<file path="src/rtl/seq_alu.sv">
// Sequential ALU with a valid/ready handshake on both sides. Single-cycle ops
// complete in one cycle; MUL is an iterative shift-add taking WIDTH cycles.
module seq_alu #(
  parameter int WIDTH   = 32,
  parameter int SHAMT_W = 5
) (
  input  logic             clk,
  input  logic             reset,
  input  logic             in_valid,
  output logic             in_ready,
  input  logic [WIDTH-1:0] A,
  input  logic [WIDTH-1:0] B,
  input  logic [3:0]       Opin,
  output logic             out_valid,
  input  logic             out_ready,
  output logic [WIDTH-1:0] result,
  output logic             zero,
  output logic             carry,
  output logic             overflow,
  output logic             illegal
);

  localparam logic [1:0] IDLE = 2'd0;
  localparam logic [1:0] BUSY = 2'd1;
  localparam logic [1:0] DONE = 2'd2;

  localparam logic [3:0] OP_ADD  = 4'b0000;
  localparam logic [3:0] OP_SUB  = 4'b0010;
  localparam logic [3:0] OP_SLT  = 4'b1010;
  localparam logic [3:0] OP_SLTU = 4'b1011;
  localparam logic [3:0] OP_AND  = 4'b0100;
  localparam logic [3:0] OP_OR   = 4'b0101;
  localparam logic [3:0] OP_NOR  = 4'b0111;
  localparam logic [3:0] OP_XOR  = 4'b0110;
  localparam logic [3:0] OP_SLL  = 4'b1000;
  localparam logic [3:0] OP_SRL  = 4'b1001;
  localparam logic [3:0] OP_SRA  = 4'b1100;
  localparam logic [3:0] OP_MUL  = 4'b1110;

  localparam logic [SHAMT_W-1:0] LAST = SHAMT_W'(WIDTH - 1);

  logic [1:0]         state;
  logic [WIDTH-1:0]   mcand, mplier, acc, acc_nxt;
  logic [SHAMT_W-1:0] cnt;
  logic               accept;

  logic [WIDTH:0]     sum, dif;
  logic               ovf_add, ovf_sub;
  logic [SHAMT_W-1:0] shamt;
  logic [WIDTH-1:0]   alu_res;
  logic               alu_c, alu_v, alu_ill;

  assign out_valid = (state == DONE);
  assign in_ready  = !reset && ((state == IDLE) || ((state == DONE) && out_ready));
  assign accept    = in_valid && in_ready;
  // zero always tracks the registered result, so it can never lag a stale value
  assign zero      = (result == '0);

  assign sum     = {1'b0, A} + {1'b0, B};
  assign dif     = {1'b0, A} + {1'b0, ~B} + (WIDTH+1)'(1);
  assign ovf_add = (A[WIDTH-1] == B[WIDTH-1]) && (sum[WIDTH-1] != A[WIDTH-1]);
  assign ovf_sub = (A[WIDTH-1] != B[WIDTH-1]) && (dif[WIDTH-1] != A[WIDTH-1]);
  assign shamt   = B[SHAMT_W-1:0];
  assign acc_nxt = acc + (mplier[0] ? mcand : '0);

  always_comb begin
    alu_res = '0;
    alu_c   = 1'b0;
    alu_v   = 1'b0;
    alu_ill = 1'b0;
    case (Opin)
      OP_ADD:  begin alu_res = sum[WIDTH-1:0]; alu_c = sum[WIDTH]; alu_v = ovf_add; end
      OP_SUB:  begin alu_res = dif[WIDTH-1:0]; alu_c = dif[WIDTH]; alu_v = ovf_sub; end
      // signed less-than uses the sign of A-B corrected for overflow
      OP_SLT:  alu_res = {{(WIDTH-1){1'b0}}, dif[WIDTH-1] ^ ovf_sub};
      OP_SLTU: alu_res = {{(WIDTH-1){1'b0}}, ~dif[WIDTH]};
      OP_AND:  alu_res = A & B;
      OP_OR:   alu_res = A | B;
      OP_NOR:  alu_res = ~(A | B);
      OP_XOR:  alu_res = A ^ B;
      OP_SLL:  alu_res = A << shamt;
      OP_SRL:  alu_res = A >> shamt;
      OP_SRA:  alu_res = WIDTH'($signed(A) >>> shamt);
      OP_MUL:  ;
      default: alu_ill = 1'b1;
    endcase
  end

  always_ff @(posedge clk) begin
    if (reset) begin
      state    <= IDLE;
      result   <= '0;
      carry    <= 1'b0;
      overflow <= 1'b0;
      illegal  <= 1'b0;
      cnt      <= '0;
      acc      <= '0;
      mcand    <= '0;
      mplier   <= '0;
    end else begin
      case (state)
        BUSY: begin
          acc    <= acc_nxt;
          mcand  <= mcand << 1;
          mplier <= mplier >> 1;
          cnt    <= cnt + SHAMT_W'(1);
          if (cnt == LAST) begin
            state    <= DONE;
            result   <= acc_nxt;
            carry    <= 1'b0;
            overflow <= 1'b0;
            illegal  <= 1'b0;
            cnt      <= '0;
          end
        end
        default: begin
          if (accept) begin
            if (Opin == OP_MUL) begin
              state  <= BUSY;
              mcand  <= A;
              mplier <= B;
              acc    <= '0;
              cnt    <= '0;
            end else begin
              state    <= DONE;
              result   <= alu_res;
              carry    <= alu_c;
              overflow <= alu_v;
              illegal  <= alu_ill;
            end
          end else if (out_valid && out_ready) begin
            state <= IDLE;
          end
        end
      endcase
    end
  end

endmodule

</file>
<file path="config.mk">
export PLATFORM = sky130hd
export DESIGN_NAME = seq_alu
export DESIGN_NICKNAME = d
export VERILOG_FILES = /design/src/rtl/seq_alu.sv
export SDC_FILE = /design/constraint.sdc
export NUM_CORES = 1
export LEC_CHECK = 0
export ABC_AREA = 1
export BUFFER_PORTS_ARGS = -buffer_cell sky130_fd_sc_hd__buf_2
export CELL_PAD_IN_SITES_DETAIL_PLACEMENT = 1
export CELL_PAD_IN_SITES_GLOBAL_PLACEMENT = 2
export CORE_AREA = 2 2 230 232
export DETAILED_ROUTE_END_ITERATION = 8
export DIE_AREA = 0 0 232 234
export PLACE_DENSITY = 0.95
export SETUP_SLACK_MARGIN = 0.15
export SLEW_MARGIN = 10
export SYNTH_ARGS = -nofsm -noshare
export SYNTH_HDL_FRONTEND = slang
export SYNTH_SLANG_ARGS = --single-unit
</file>
<file path="constraint.sdc">
create_clock -name clk -period 9.4 [get_ports clk]
set_clock_uncertainty 0.1 [all_clocks]
set_input_delay 1.88 -clock clk [delete_from_list [all_inputs] [get_ports clk]]
set_output_delay 1.88 -clock clk [all_outputs]
set_load 0.05 [all_outputs]
</file>
After elaboration in Yosys (flattened, before gate mapping)
Cells that the tools add are included.
{"block": "op_classes", "add_sub_neg": 5, "eq_ne": 20, "shifts": 3, "n_mux": 37, "bitwise": 7, "reduce_logical": 19}
{"operator": "32-bit 2-to-1 mux", "count": 11}
{"operator": "32-bit case mux with 11 select lines", "count": 1}
{"operator": "31-bit 2-to-1 mux", "count": 3}
{"operator": "32-bit by 32-bit adder with 33-bit output", "count": 2}
{"operator": "32-bit NOT", "count": 2}
{"operator": "33-bit by 1-bit adder with 33-bit output, second input constant", "count": 1}
{"operator": "32-bit adder", "count": 1}
{"operator": "32-bit bitwise AND", "count": 1}
{"operator": "32-bit zero test", "count": 1}
{"operator": "32-bit bitwise OR", "count": 1}
{"operator": "32-bit by 5-bit left shift with 32-bit output", "count": 1}
{"operator": "32-bit by 5-bit right shift with 32-bit output", "count": 1}
{"operator": "32-bit by 5-bit >>> shifter with 32-bit output", "count": 1}
{"operator": "32-bit bitwise XOR", "count": 1}
{"operator": "4-bit equality test, second input constant", "count": 6}
{"operator": "5-bit 2-to-1 mux", "count": 4}
{"operator": "4-bit by 3-bit equality test with 1-bit output, second input constant", "count": 4}
{"operator": "1-bit 2-to-1 mux", "count": 11}
{"operator": "11-bit OR reduction", "count": 1}
{"operator": "2-bit 2-to-1 mux", "count": 5}
{"operator": "2-bit AND reduction", "count": 3}
{"operator": "5-bit by 1-bit adder with 5-bit output, second input constant", "count": 1}
{"operator": "5-bit equality test, second input constant", "count": 1}
{"operator": "1-bit logical AND", "count": 5}
{"operator": "18 further kinds", "count": 22}
{"block": "word_totals", "register_bits": 138, "wordCells": 102}

Longest topological paths before layout
{"block": "logic_depth", "ltp_word": 10, "ltp_mapped": 27}

Worst setup path before layout
No wires, ideal clock.
{"block": "synth_timing", "path_kind": "input-to-reg", "from": "input port B[4]", "to": "register result[31]", "setup_ps": 109, "arrival_ps": 5038, "t_required_ps": 9191, "path_slack_ps": 4154, "stages": 25, "path_buffers": 3, "path_cell_list": "inv_1 -> clkbuf_1 -> clkbuf_1 -> ha_1 -> buf_4 -> nor2_1 -> nand3_1 -> nand3_1 -> nand2_1 -> nand3_1 -> nand3_1 -> nand2_1 -> a21oi_1 -> o21bai_1 -> fa_1 -> nand2_1 -> nand4_1 -> nor2_1 -> nand3_1 -> nor2_1 -> nand3_1 -> nand2_1 -> nand3_1 -> nand2_1 -> inv_1"}
{"block": "synth_between", "elab_chain_cells": 7, "elab_cells_between_ends": 11, "classes_between": "3 x add/sub; 3 x shift; 4 x mux; 1 x bitwise"}
{"item": "start, declared", "line_no": "12", "rtl": "input logic [WIDTH-1:0] B,"}
{"item": "32-bit NOT", "line_no": "60", "rtl": "assign dif = {1'b0, A} + {1'b0, ~B} + (WIDTH+1)'(1);"}
{"item": "32-bit by 32-bit adder with 33-bit output", "line_no": "60"}
{"item": "33-bit by 1-bit adder with 33-bit output", "line_no": "60"}
{"item": "32-bit case mux with 11 select lines (*)", "line_no": "71", "rtl": "case (Opin)"}
{"item": "32-bit 2-to-1 mux (*)", "line_no": "118", "rtl": "if (Opin == OP_MUL) begin"}
{"item": "32-bit 2-to-1 mux (*)", "line_no": "117", "rtl": "if (accept) begin"}
{"item": "32-bit 2-to-1 mux (*)", "line_no": "101", "rtl": "case (state)"}
{"item": "end signal, assigned", "line_no": "109", "rtl": "result <= acc_nxt;"}
{"item": "end signal, assigned", "line_no": "126", "rtl": "result <= alu_res;"}
{"item": "end, declared", "line_no": "16", "rtl": "output logic [WIDTH-1:0] result,"}
Mark *: on every way between the ends. The rest lies on a longest branch, timed or not. The select of a mux whose other input is x is not followed.
A chain may end at the register's enable or synchronous reset.

Worst setup path after layout
{"block": "layout_timing", "from": "input port B[3]", "to": "register result[31]"}
Same word-level chain as after synthesis.

==> run_results.csv <==
group,metric,value,unit
outcome,outcome,"completed",
global_route,grt_pass1_vias,21850,
floorplan,die_h,234,um
sta,fin_ws,3673,ps
global_route,grt_overflow_total,0,
cells_and_area,area_growth_syn_to_layout,8.305,%
cts,clockBufferDepth,2,
detailed_routing,wl_per_cell,23.42,um
sta,fin_crit,5727,ps
synth,syn_avg_cell_area,5.497,um^2
cts,post-cts-setup-buffers,0,
placement,dp_hpwl,72.41,mm
synth,synth.net_count,3482,
sta,grt_setup_unrepaired,"no",
synth,yosys.area.top_type,"nand2_1",
worst_setup_path,cp-start-kind,"input port",
detailed_routing,wl,92.80,mm
global_route,grtUsageTotal,33.83,%
sta,tightest_slew,1124,ps
cts,clk_pin_slew,70,ps
cts,cts_num_sinks,138,
floorplan,dieArea,54290,um^2
cells_and_area,drive_gt1_share,6.628,%
detailed_routing,drc_errors,0,
global_route,grt_max_degree,73,
worst_setup_path,worst_ep_required_time,9670,ps
cells_and_area,antennaDiodeCount,0,
sta,finalSetupViolations,0,
floorplan,start_util,34.46,%
cts,cts-resized-gates,0,
synth,async_flop_share,0,%
cts,cts_buffers,17,
cells_and_area,nets,3482,
sta,hold_viol,0,
cts,htreeDepth,4,
synth,yosysTopAreaCellShare,22.78,%
pwr,irDropWorstVdd,0.1277,mV
worst_setup_path,critPathArrivalTime,6000,ps
synth,synth_cells,3261,
cts,ctsRootBufferMaster,"clkbuf_16",
sta,post-route-period-util,60.92,%
worst_setup_path,path_class,"in -> reg",
sta,slew_headroom,25.10,%
synth,synth_area,17930,um^2
floorplan,coreArea,52020,um^2
detailed_routing,vias,22750,
sta,max_freq,174.6,MHz
detailed_routing,drtAntennaViolNets,0,
detailed_routing,dr.first_iter.drc_count,2234,
detailed_routing,drt_pass1_iterations,5,
floorplan,rows,84,
synth,synth-seq-area-share,15.41,%
synth,synth-seq-cells,138,
sta,drv_slew,0,
sta,tns,0,ps
cts,cts_tree,"built",
detailed_routing,via_per_inst,5.742,
synth,synth_area_leaders,"nand2_1, dfxtp_1, nand3_1",
global_route,grt_pass1_wl,138.1,mm
placement,place.gp.congestion,1.049,
floorplan,die_w,232,um
cts,hold_buffers,0,
synth,synth_ff_type,"dfxtp_1",
job,maxCapViolCount,0,
hold_path,min_path_type,"reg -> reg",
synth,ys_warn_count,0,
worst_setup_path,critPathMaxFanout,57,
placement,port_buffers,109,
pwr,pwr_density_cell,107.8,nW/um^2
synth,post_synth_num_cell_types,52,
cts,clk_latency,470,ps
pwr,leakagePower,9.813,nW
synth,synth-edff-count,0,
floorplan,io_pins,110,
worst_setup_path,critPathCaptureType,"flop",
placement,place_ws,3358,ps
global_route,antenna_found_initial,4,
metal layers:
metal / track usage, % / wire (um)
met4: 19.69 / 5893
met1: 43.39 / 39340
met5: 0 / 36
met3: 5.861 / 6897
met2: 53.37 / 40640
worst paths after layout:
check	startpoint	endpoint	slack (ps)	cells after the start
hold reg to reg	cnt[3]$_SDFFE_PP0P_	cnt[3]$_SDFFE_PP0P_	370	2
setup reg to reg	mplier[0]$_SDFFE_PP0P_	result[28]$_SDFFE_PP0P_	5870	18
hold / removal	cnt[3]$_SDFFE_PP0P_	cnt[3]$_SDFFE_PP0P_	370	2
setup / recovery	B[3]	result[31]$_SDFFE_PP0P_	3670	25
layout make-up:
class	count	area (um^2)
Fill cell	7340	32610
Multi-Input combinational cell	2615	13150
Clock buffer	17	425.4
Tap cell	688	860.8
Timing Repair Buffer	133	725.7
Sequential cell	138	2763
Clock inverter	15	148.9
Inverter	356	1339
sequential cells by signal (all words and copies together), names as in the netlist:
| register | flops |
|---|---|
| carry | 1 |
| acc | 32 |
| mplier | 32 |
| illegal | 1 |
| state | 2 |
| result | 32 |
| cnt | 5 |
| mcand | 32 |
| overflow | 1 |
worst max-delay path, stage by stage:
cell and delay [ps]:
buf_2 100, buf_4 290, inv_1 110, buf_4 530, ha_1 440, nor2_1 210
nand3_1 110, nand3_1 240, nand2_1 100, nand3_1 130, nand3_1 150, nand2_1 140
a21oi_1 80, o21bai_1 170, fa_1 480, nand2_1 90, nand4_1 90, nor2_1 100
nand3_1 70, nor2_1 90, nand3_1 70, nand2_1 60, nand3_1 70, nand2_1 100
inv_1 40
layout by cell type (no fill, tap or decap), types with 11 or more instances in the layout:
| master | Yosys | routed |
|---|---|---|
| inv_2 | 13 | 16 |
| and2_1 | 15 | 15 |
| buf_4 | 7 | 24 |
| nand4_1 | 37 | 37 |
| o21ai_0 | 193 | 193 |
| o21ai_1 | 24 | 24 |
| o22ai_1 | 12 | 12 |
| a21oi_1 | 233 | 233 |
| nand2_1 | 1088 | 1086 |
| a32oi_1 | 11 | 11 |
| nor4_1 | 12 | 12 |
| dfxtp_1 | 138 | 138 |
| o211ai_1 | 18 | 18 |
| nand3_1 | 398 | 398 |
| nor2_2 | 12 | 12 |
| clkbuf_16 | 0 | 17 |
| inv_1 | 342 | 339 |
| o21bai_1 | 22 | 22 |
| a31oi_1 | 57 | 57 |
| nor3_1 | 34 | 34 |
| nor2_1 | 235 | 232 |
| buf_2 | 73 | 109 |
| ha_1 | 145 | 145 |
where the power goes:
group,total (W),internal [W],switching (W)
clock network,0.000686,0.000351,0.000335
logic,0.000791,0.000196,0.000595
registers,0.000617,0.000601,0.0000162
Yosys cell counts (4+ instances only):
cell type     n
fa_1          4
o21ai_1      24
nor2_2       12
buf_4         7
ha_1        145
clkbuf_1     60
o22ai_1      12
o21bai_1     22
dfxtp_1     138
a221oi_1      8
buf_2        73
buf_1         9
a21oi_1     233
o21a_1        6
a21o_1        6
nor4_1       12
nor3_1       34
nand3_1     398
inv_2        13
nand3b_1      7
o21ai_0     193
nand4_1      37
inv_1       342
o211ai_1     18
a31oi_1      57
nand2_1    1088
a32oi_1      11
nor2_1      235
and2_1       15
cell families (layout without fill, tap and decap cells):
| kind of cell | after synthesis | count (layout) | synth area share (%) |
|---|---|---|---|
| xor gates and xnor gates | 3 | 3 | 0.1466 |
| DFF | 138 | 138 | 15.41 |
| muxes | 1 | 1 | 0.05584 |
| and+or+nand+nor | 1849 | 1849 | 43.22 |
| AOI/OAI and AO/OA | 613 | 613 | 19.21 |
| adders and majority gates | 149 | 149 | 10.57 |
| buffers and inverters | 508 | 521 | 11.40 |
stage by stage:
stage / power, W / utilization (%) / instance area (um^2) / std cells / hold slack (ps)
final: 0.002094 / 37.32 / 19420 / 3962 / 371.0
after global routing: 0.002189 / 37.32 / 19420 / 3962 / 393.8
after CTS: 0.002078 / 37.32 / 19420 / 3962 / 373.3
after detailed placement: 0.001393 / 36.22 / 18840 / 3930 / 364.2
after global placement: 0.001387 / 36.22 / 18840 / 3930 / 355.4
after floorplan: 0.001109 / - / 17930 / 3261 / 339.1
No activity file was read; power rests on OpenSTA's default activity.
